==> src/rtl/nibble_serial_adder_ctrl.sv <==
// Valid/ready sequenced WIDTH-bit adder that reuses one 4-bit ripple slice, one nibble per clock.
// Define SERIAL_ADDER_SUBTRACT_EN to add the op input (op=1 computes a-b; overflow then flags a borrow).
module nibble_serial_adder_ctrl #(
  parameter int unsigned WIDTH = 16
) (
  input  logic             clk,
  input  logic             rst,
  input  logic             in_valid,
  output logic             in_ready,
  input  logic [WIDTH-1:0] a,
  input  logic [WIDTH-1:0] b,
`ifdef SERIAL_ADDER_SUBTRACT_EN
  input  logic             op,
`endif
  output logic             out_valid,
  input  logic             out_ready,
  output logic [WIDTH-1:0] sum,
  output logic             overflow,
  output logic             busy
);

  localparam int unsigned NIBBLES = WIDTH / 4;
  localparam int unsigned IDX_W   = (NIBBLES > 1) ? $clog2(NIBBLES) : 1;
  localparam logic [IDX_W-1:0] LAST_IDX = IDX_W'(NIBBLES - 1);

  typedef enum logic [1:0] {S_IDLE, S_RUN, S_DONE} state_t;

  state_t           state_q, state_d;
  logic [WIDTH-1:0] a_q, a_d;
  logic [WIDTH-1:0] b_q, b_d;
  logic [WIDTH-1:0] acc_q, acc_d;
  logic [WIDTH-1:0] sum_q, sum_d;
  logic [IDX_W-1:0] idx_q, idx_d;
  logic             op_q, op_d;
  logic             carry_q, carry_d;
  logic             overflow_q, overflow_d;
  logic             in_ready_q, in_ready_d;
  logic             out_valid_q, out_valid_d;
  logic             busy_q, busy_d;

  logic             op_w;
  logic [IDX_W+1:0] shamt;
  logic [3:0]       nib_a, nib_b, nib_s;
  logic             rip_c, nib_co;

`ifdef SERIAL_ADDER_SUBTRACT_EN
  assign op_w = op;
`else
  assign op_w = 1'b0;
`endif

  // Shared 4-bit ripple slice: four full adders chained from the registered carry.
  always_comb begin
    shamt = {idx_q, 2'b00};
    nib_a = 4'(a_q >> shamt);
    nib_b = 4'(b_q >> shamt);
    nib_s = '0;
    rip_c = carry_q;
    for (int i = 0; i < 4; i++) begin
      nib_s[i] = nib_a[i] ^ nib_b[i] ^ rip_c;
      rip_c    = (nib_a[i] & nib_b[i]) | (rip_c & (nib_a[i] ^ nib_b[i]));
    end
    nib_co = rip_c;
  end

  // Next-state and registered-output logic.
  always_comb begin
    state_d     = state_q;
    a_d         = a_q;
    b_d         = b_q;
    op_d        = op_q;
    carry_d     = carry_q;
    idx_d       = idx_q;
    acc_d       = acc_q;
    sum_d       = sum_q;
    overflow_d  = overflow_q;
    in_ready_d  = in_ready_q;
    out_valid_d = out_valid_q;
    busy_d      = busy_q;
    unique case (state_q)
      S_IDLE: begin
        if (in_valid && in_ready_q) begin
          // Subtraction is a + ~b + 1, so invert b once at accept.
          a_d        = a;
          b_d        = op_w ? ~b : b;
          op_d       = op_w;
          carry_d    = op_w;
          idx_d      = '0;
          acc_d      = '0;
          in_ready_d = 1'b0;
          busy_d     = 1'b1;
          state_d    = S_RUN;
        end
      end
      S_RUN: begin
        acc_d   = (acc_q & ~(WIDTH'(4'hF) << shamt)) | (WIDTH'(nib_s) << shamt);
        carry_d = nib_co;
        if (idx_q == LAST_IDX) begin
          sum_d       = acc_d;
          overflow_d  = nib_co ^ op_q;
          out_valid_d = 1'b1;
          state_d     = S_DONE;
        end else begin
          idx_d = idx_q + IDX_W'(1);
        end
      end
      S_DONE: begin
        if (out_ready) begin
          out_valid_d = 1'b0;
          in_ready_d  = 1'b1;
          busy_d      = 1'b0;
          state_d     = S_IDLE;
        end
      end
      default: state_d = S_IDLE;
    endcase
  end

  always_ff @(posedge clk or posedge rst) begin
    if (rst) begin
      state_q     <= S_IDLE;
      a_q         <= '0;
      b_q         <= '0;
      op_q        <= 1'b0;
      carry_q     <= 1'b0;
      idx_q       <= '0;
      acc_q       <= '0;
      sum_q       <= '0;
      overflow_q  <= 1'b0;
      in_ready_q  <= 1'b1;
      out_valid_q <= 1'b0;
      busy_q      <= 1'b0;
    end else begin
      state_q     <= state_d;
      a_q         <= a_d;
      b_q         <= b_d;
      op_q        <= op_d;
      carry_q     <= carry_d;
      idx_q       <= idx_d;
      acc_q       <= acc_d;
      sum_q       <= sum_d;
      overflow_q  <= overflow_d;
      in_ready_q  <= in_ready_d;
      out_valid_q <= out_valid_d;
      busy_q      <= busy_d;
    end
  end

  assign in_ready  = in_ready_q;
  assign out_valid = out_valid_q;
  assign sum       = sum_q;
  assign overflow  = overflow_q;
  assign busy      = busy_q;

endmodule

==> config.mk <==
export PLATFORM = sky130hd
export DESIGN_NAME = nibble_serial_adder_ctrl
export DESIGN_NICKNAME = d
export VERILOG_FILES = /design/src/rtl/nibble_serial_adder_ctrl.sv
export SDC_FILE = /design/constraint.sdc
export NUM_CORES = 1
export LEC_CHECK = 0
export CORE_ASPECT_RATIO = 1.1
export CORE_MARGIN = 3
export CORE_UTILIZATION = 52
export DETAILED_ROUTE_END_ITERATION = 7
export GPL_TIMING_DRIVEN = 0
export PLACE_DENSITY = 0.79
export SYNTH_ARGS = -nofsm -noshare
export SYNTH_HDL_FRONTEND = slang
export SYNTH_SLANG_ARGS = --single-unit
export TNS_END_PERCENT = 1
==> constraint.sdc <==
create_clock -name clk -period 3.85 [get_ports clk]
set_input_delay 0.77 -clock clk [delete_from_list [all_inputs] [get_ports clk]]
set_output_delay 0.77 -clock clk [all_outputs]
set_load 0.05 [all_outputs]
Yosys cells after proc, flatten, opt, wreduce, memory -nomap -nowiden

Index checks and enable logic that the tools add are counted.

Add/sub/neg operators: 1
Equality and inequality tests: 7
Shifts and indexed selects: 4
Multiplexer cells: 18
Bitwise gates (word level): 23
Reductions and logical operators: 12

Operators with widths:

| kind                   | number |
|---|---|
| $pmux W16 S2           | 1 |
| $shr A16 B4 Y4         | 2 |
| $and A16 B16 Y16       | 1 |
| $mux W16               | 1 |
| $not A16 Y16           | 1 |
| $or A16 B16 Y16        | 1 |
| $shl A4 B4 Y16         | 1 |
| $shl A4 B4 Y16 const A | 1 |
| $reduce_and A3 Y1      | 4 |
| $mux W2                | 5 |
| $and A1 B1 Y1          | 8 |
| $ne A2 B2 Y1 const B   | 4 |
| $pmux W1 S2            | 4 |
| $xor A1 B1 Y1          | 8 |
| $pmux W2 S3            | 1 |
| $reduce_and A2 Y1      | 3 |
| $reduce_bool A2 Y1     | 3 |
| $mux W1                | 5 |
| $eq A2 B2 Y1 const B   | 2 |
| $or A1 B1 Y1           | 4 |
| $pmux W2 S2            | 1 |
| $add A2 B1 Y2 const B  | 1 |
| $eq A2 B1 Y1 const B   | 1 |
| $logic_not A2 Y1       | 1 |
| $logic_and A1 B1 Y1    | 1 |

Flip-flop bits (word level): 73
Input port bits: 36
Output and inout bits: 20
Logic and storage cells: 76

Depth between registers and ports, before layout

Word-level depth: 12
Mapped depth: 13
Mapped depth without buffers: 11

Worst setup path after synthesis

OpenSTA, ideal clock, no wires.

Path type: register -> register
From: register idx_q[0]
To: register sum_q[15] (netlist: sum[15])
Library setup time: 0.083 ns
Arrival time: 2.927 ns
Required time: 3.767 ns
Path slack: 0.840 ns
Stages on the path, launching flop included: 14
Buffers on the path: 2
Period minus slack after synthesis: 3.010 ns
Cells stage by stage: dfrtp_1 -> buf_2 -> mux4_2 -> inv_1 -> fa_1 -> inv_1 -> fa_1 -> inv_1 -> fa_1 -> inv_1 -> fa_1 -> clkbuf_1 -> nand3_1 -> o21ai_0

Cells in the longest elaborated chain, start to end: 11
Elaborated cells on any way between the ends: 23
Those cells by class: eq/ne (1); shift (4); bitwise (17); reduce/logical (1)

Ends and longest elaborated chain:

| what                              | RTL line | RTL |
|---|---|---|
| from (decl)                       | 33       | `logic [IDX_W-1:0] idx_q, idx_d;` |
| from (signal assigned)            | 139      | `idx_q <= idx_d;` |
| $shr A16 B4 Y4 (on tied branches) | 55, 56   |  |
| $xor A1 B1 Y1                     | 61       | `rip_c = (nib_a[i] & nib_b[i]) \| (rip_c & (nib_a[i] ^ nib_b[i]));` |
| $and A1 B1 Y1                     | 61       |  |
| $or A1 B1 Y1                      | 61       |  |
| $and A1 B1 Y1                     | 61       |  |
| $or A1 B1 Y1                      | 61       |  |
| $and A1 B1 Y1                     | 61       |  |
| $or A1 B1 Y1                      | 61       |  |
| $xor A1 B1 Y1                     | 60       | `nib_s[i] = nib_a[i] ^ nib_b[i] ^ rip_c;` |
| $shl A4 B4 Y16                    | 96       | `acc_d = (acc_q & ~(WIDTH'(4'hF) << shamt)) \| (WIDTH'(nib_s) << shamt);` |
| $or A16 B16 Y16                   | 96       |  |
| to (signal assigned)              | 141      | `sum_q <= sum_d;` |
| to (decl)                         | 32       | `logic [WIDTH-1:0] sum_q, sum_d;` |

Parallel ways exist; a longest one is shown, timed or not.
A chain may end at the register's enable or synchronous reset.

Worst setup path after layout

From: register idx_q[0]
To: register sum_q[11] (netlist: sum[11])

Same word-level chain as after synthesis.

==> results.tsv <==
stage	metric	value	unit
cells_and_area	FILL cells	446	
hold_path	class of the worst hold path	reg2reg	
logic_synthesis	net count after synthesis	293	
critical_path	critical-path cell list	buf_2 -> mux4_2 -> inv_1 -> fa_1 -> inv_1 -> fa_1 -> inv_1 -> fa_1 -> inv_1 -> fa_1 -> clkbuf_1 -> a21oi_1 -> o21ai_0	
logic_synthesis	Post-synth EDFFs	0	
cts	H-tree levels	3	
global_routing	Congestion Overflow GR	0	
sta	worst clock skew	0.009410	ns
logic_synthesis	post-synthesis async set-or-reset flop share	100.0	%
floorplanning	Starting Density	54.34	%
logic_synthesis	synthesized cell area	3174	sq um
power_and_ir_drop	switching pwr	1505	uW
power_and_ir_drop	Seq pwr share	32.9	%
cells_and_area	Area growth syn-to-layout	26.53	%
global_routing	gr usage total	20.36	%
cts	clock-pin slew on the worst setup and hold paths	0.07	ns
sta	Highest Clock Rate	292.6	MHz
detailed_routing	number of remaining DRC errors	0	
power_and_ir_drop	Sw Ratio	40.93	%
detailed_routing	initial DRC count	177	
cells_and_area	area of the multi-input gates	1300	sq um
cts	Setup Fix Bufs, Post-CTS	0	
critical_path	Worst path top cell family by delay	adder cells	
cts	hold buffers post-CTS	0	
cts	CTS-repair resized insts	0	
sta	Finish-stage setup viols	0	
detailed_routing	Routed WL	6.439	mm
global_routing	initial antenna violation count	0	
critical_path	CP max-delay cell	mux4_2	
cells_and_area	# diodes	0	
cts	clock latency on the worst-skew pair	0.34	ns
global_routing	first-pass GRT wire length	10.70	mm
floorplanning	die width	80.50	um
critical_path	WP buf/inv	6	
power_and_ir_drop	PD cells	915.1	nW/um^2
detailed_routing	wire per inst	16.26	um
critical_path	CP max FO	10	
logic_synthesis	predominant post-synthesis flop cell	dfrtp_1	
critical_path	Worst Setup End Kind	flip-flop	
sta	Rel. slew slack	45.20	%
power_and_ir_drop	Comb pwr share	51.1	%
sta	worst hold slack	0.4751	ns
critical_path	max incr delay on CP	0.54	ns
critical_path	critical path class	reg2reg	
logic_synthesis	yosys warns	0	
cts	Root Buffer	clkbuf_8	
critical_path	worst endpoint required time	4.11	ns
sta	post-route setup TNS	0	ns
sta	final slew viol count	0	
detailed_routing	final antenna-violating net count	0	
sta	RSZ-0062 raised after global routing	no	
logic_synthesis	flops & latches, synth	69	
run_status	status	completed	
floorplanning	number of I/O pins	56	
power_and_ir_drop	Worst VDD drop	0.5059	mV
critical_path	CP arrival	3.68	ns
global_routing	pin count of the biggest net entering global routing	70	
power_and_ir_drop	Lkg Pwr	0.001777	uW
logic_synthesis	Seq/Total Area, Yosys	54.43	%
logic_synthesis	syn avg cell area	12.75	sq um
logic_synthesis	library cells used by synthesis	33	
cts	TritonCTS Buffers	9	
cts	Max Root-Sink Buffers	2	
logic_synthesis	Mapped Cells	249	
floorplanning	core footprint	5842	sq um
detailed_routing	vias per cell	5.467	
cells_and_area	register area	1728	sq um
global_routing	vias in the first global route	2198	
sta	Final min period	3.418	ns
critical_path	crit start category	flip-flop	
sta	period utilization	88.77	%
detailed_routing	DRT Pass-1 Iters	5	
sta	Tightest Pin Transition	0.8219	ns
run	max cap viols	0	
placed_design	input/output buffers	55	
placed_design	DP HPWL	4.638	mm
floorplanning	Rows	29	
cts	CTS tree	done	
cts	clock sinks	69	
cells_and_area	share of layout cells above drive strength 1	21.32	%
power_and_ir_drop	Internal Power	2171	uW
sta	Final Hold Fails	0	
cells_and_area	Final nets	359	
floorplanning	DIE HEIGHT	87.95	um
floorplanning	full die area	7079	sq um
placed_design	RePlAce Congestion	0.7804	
detailed_routing	via count	2165	
power_and_ir_drop	Clk pwr share	16.0	%
==> flip-flops by register name, summed over array words and instances, names as in the netlist, 2 cells and up <==
| name | count |
|---|---|
| sum | 16 |
| a_q | 16 |
| b_q | 16 |
| state_q | 2 |
| idx_q | 2 |
| acc_q | 12 |
==> layout make-up <==
class,instances,area share (%)
timing repair buffer,55,13.71
buffer,16,2.056
sequential,69,43.02
multi-input combinational,147,32.37
clock buffer,14,4.050
inverter,17,1.651
clock inverter,1,0.7477
tap,77,2.399
==> logic make-up after synthesis <==
| kind of cell | Yosys count | synth area share (%) |
|---|---|---|
| DFF | 69 | 54.43 |
| AOI/OAI and AO/OA | 51 | 11.04 |
| and+or+nand+nor | 46 | 7.135 |
| muxes | 42 | 18.68 |
| buffers and inverters | 33 | 4.612 |
| adders and majority gates | 8 | 4.099 |
==> layer usage <==
metal	global-route usage (%)	up-vias	routed length (um)
li1	-	1016	-
met1	25.94	1063	2667
met2	34.79	75	3334
met3	3.292	11	326
met4	8.295	0	110
met5	0	-	0
==> power by group through the flow <==
stage | Sequential, uW | Combinational (uW) | Clock [uW]
4_1_cts | 1210 | 1890 | 590
3_5_place_dp | 1220 | 1880 | 0
5_1_grt | 1250 | 2040 | 627
3_3_place_gp | 1200 | 1840 | 0
2_1_floorplan | 1430 | 1120 | 0
6_report | 1210 | 1880 | 587
==> worst paths after layout <==
| path | startpoint | end | slack (ns) | cells past startpoint |
|---|---|---|---|---|
| max | idx_q[0] | sum[11] | 0.43 | 13 |
| min | sum[10] | sum[10] | 0.48 | 2 |
| max reg2reg | idx_q[0] | sum[11] | 0.43 | 13 |
| min reg2reg | sum[10] | sum[10] | 0.48 | 2 |
| max in group asynchronous | rst | a_q[9] | 2.37 | 2 |
| min in group asynchronous | rst | sum[13] | 0.95 | 2 |
==> synthesized netlist by cell type, types with 4 or more instances <==
cell | number | area [sq um]
dfrtp_1 | 68 | 1702
mux2_2 | 26 | 292.8
nand2_1 | 22 | 82.58
inv_1 | 17 | 63.81
o21ai_0 | 16 | 80.08
clkbuf_1 | 8 | 30.03
mux2_4 | 8 | 120.1
mux4_2 | 8 | 180.2
a21oi_1 | 7 | 35.03
a22o_1 | 6 | 52.55
buf_2 | 6 | 30.03
nor2_1 | 6 | 22.52
o2bb2ai_1 | 6 | 52.55
nor2b_1 | 5 | 31.28
a2bb2oi_1 | 4 | 35.03
fa_1 | 4 | 80.08
ha_1 | 4 | 50.05
==> cells in the final DEF (no fill, tap or decap), types with 5 or more instances in the layout <==
master	Yosys	layout
nor2b_1	5	5
clkdlybuf4s50_1	0	55
clkbuf_8	0	11
nor2_1	6	6
mux4_2	8	8
inv_1	17	16
mux2_4	8	8
buf_2	6	6
clkbuf_1	8	11
o21ai_0	16	16
a22o_1	6	6
nand2_1	22	22
dfrtp_1	68	68
o2bb2ai_1	6	6
a21oi_1	7	7
mux2_2	26	26
==> through the flow <==
step | total power (uW) | instances | area, sq um | setup slack, ns | util (%)
2_1_floorplan | 2552 | 249 | 3174 | 0.8400 | -
3_3_place_gp | 3041 | 381 | 3821 | 0.2069 | 65.41
3_5_place_dp | 3106 | 381 | 3824 | 0.4290 | 65.45
4_1_cts | 3692 | 396 | 4016 | 0.4057 | 68.75
5_1_grt | 3916 | 396 | 4016 | 0.1653 | 68.75
6_report | 3676 | 396 | 4016 | 0.4322 | 68.75
==> worst register-to-register path: cells and delay by family, from the launching register on <==
family          cells  cell delay [ns]
compound gates      2             0.30
fa+ha+maj           4             1.13
buf+inv             6             0.93
flops               1             0.44
mux                 1             0.54
Note: power is estimated with default switching activity, not from simulation.
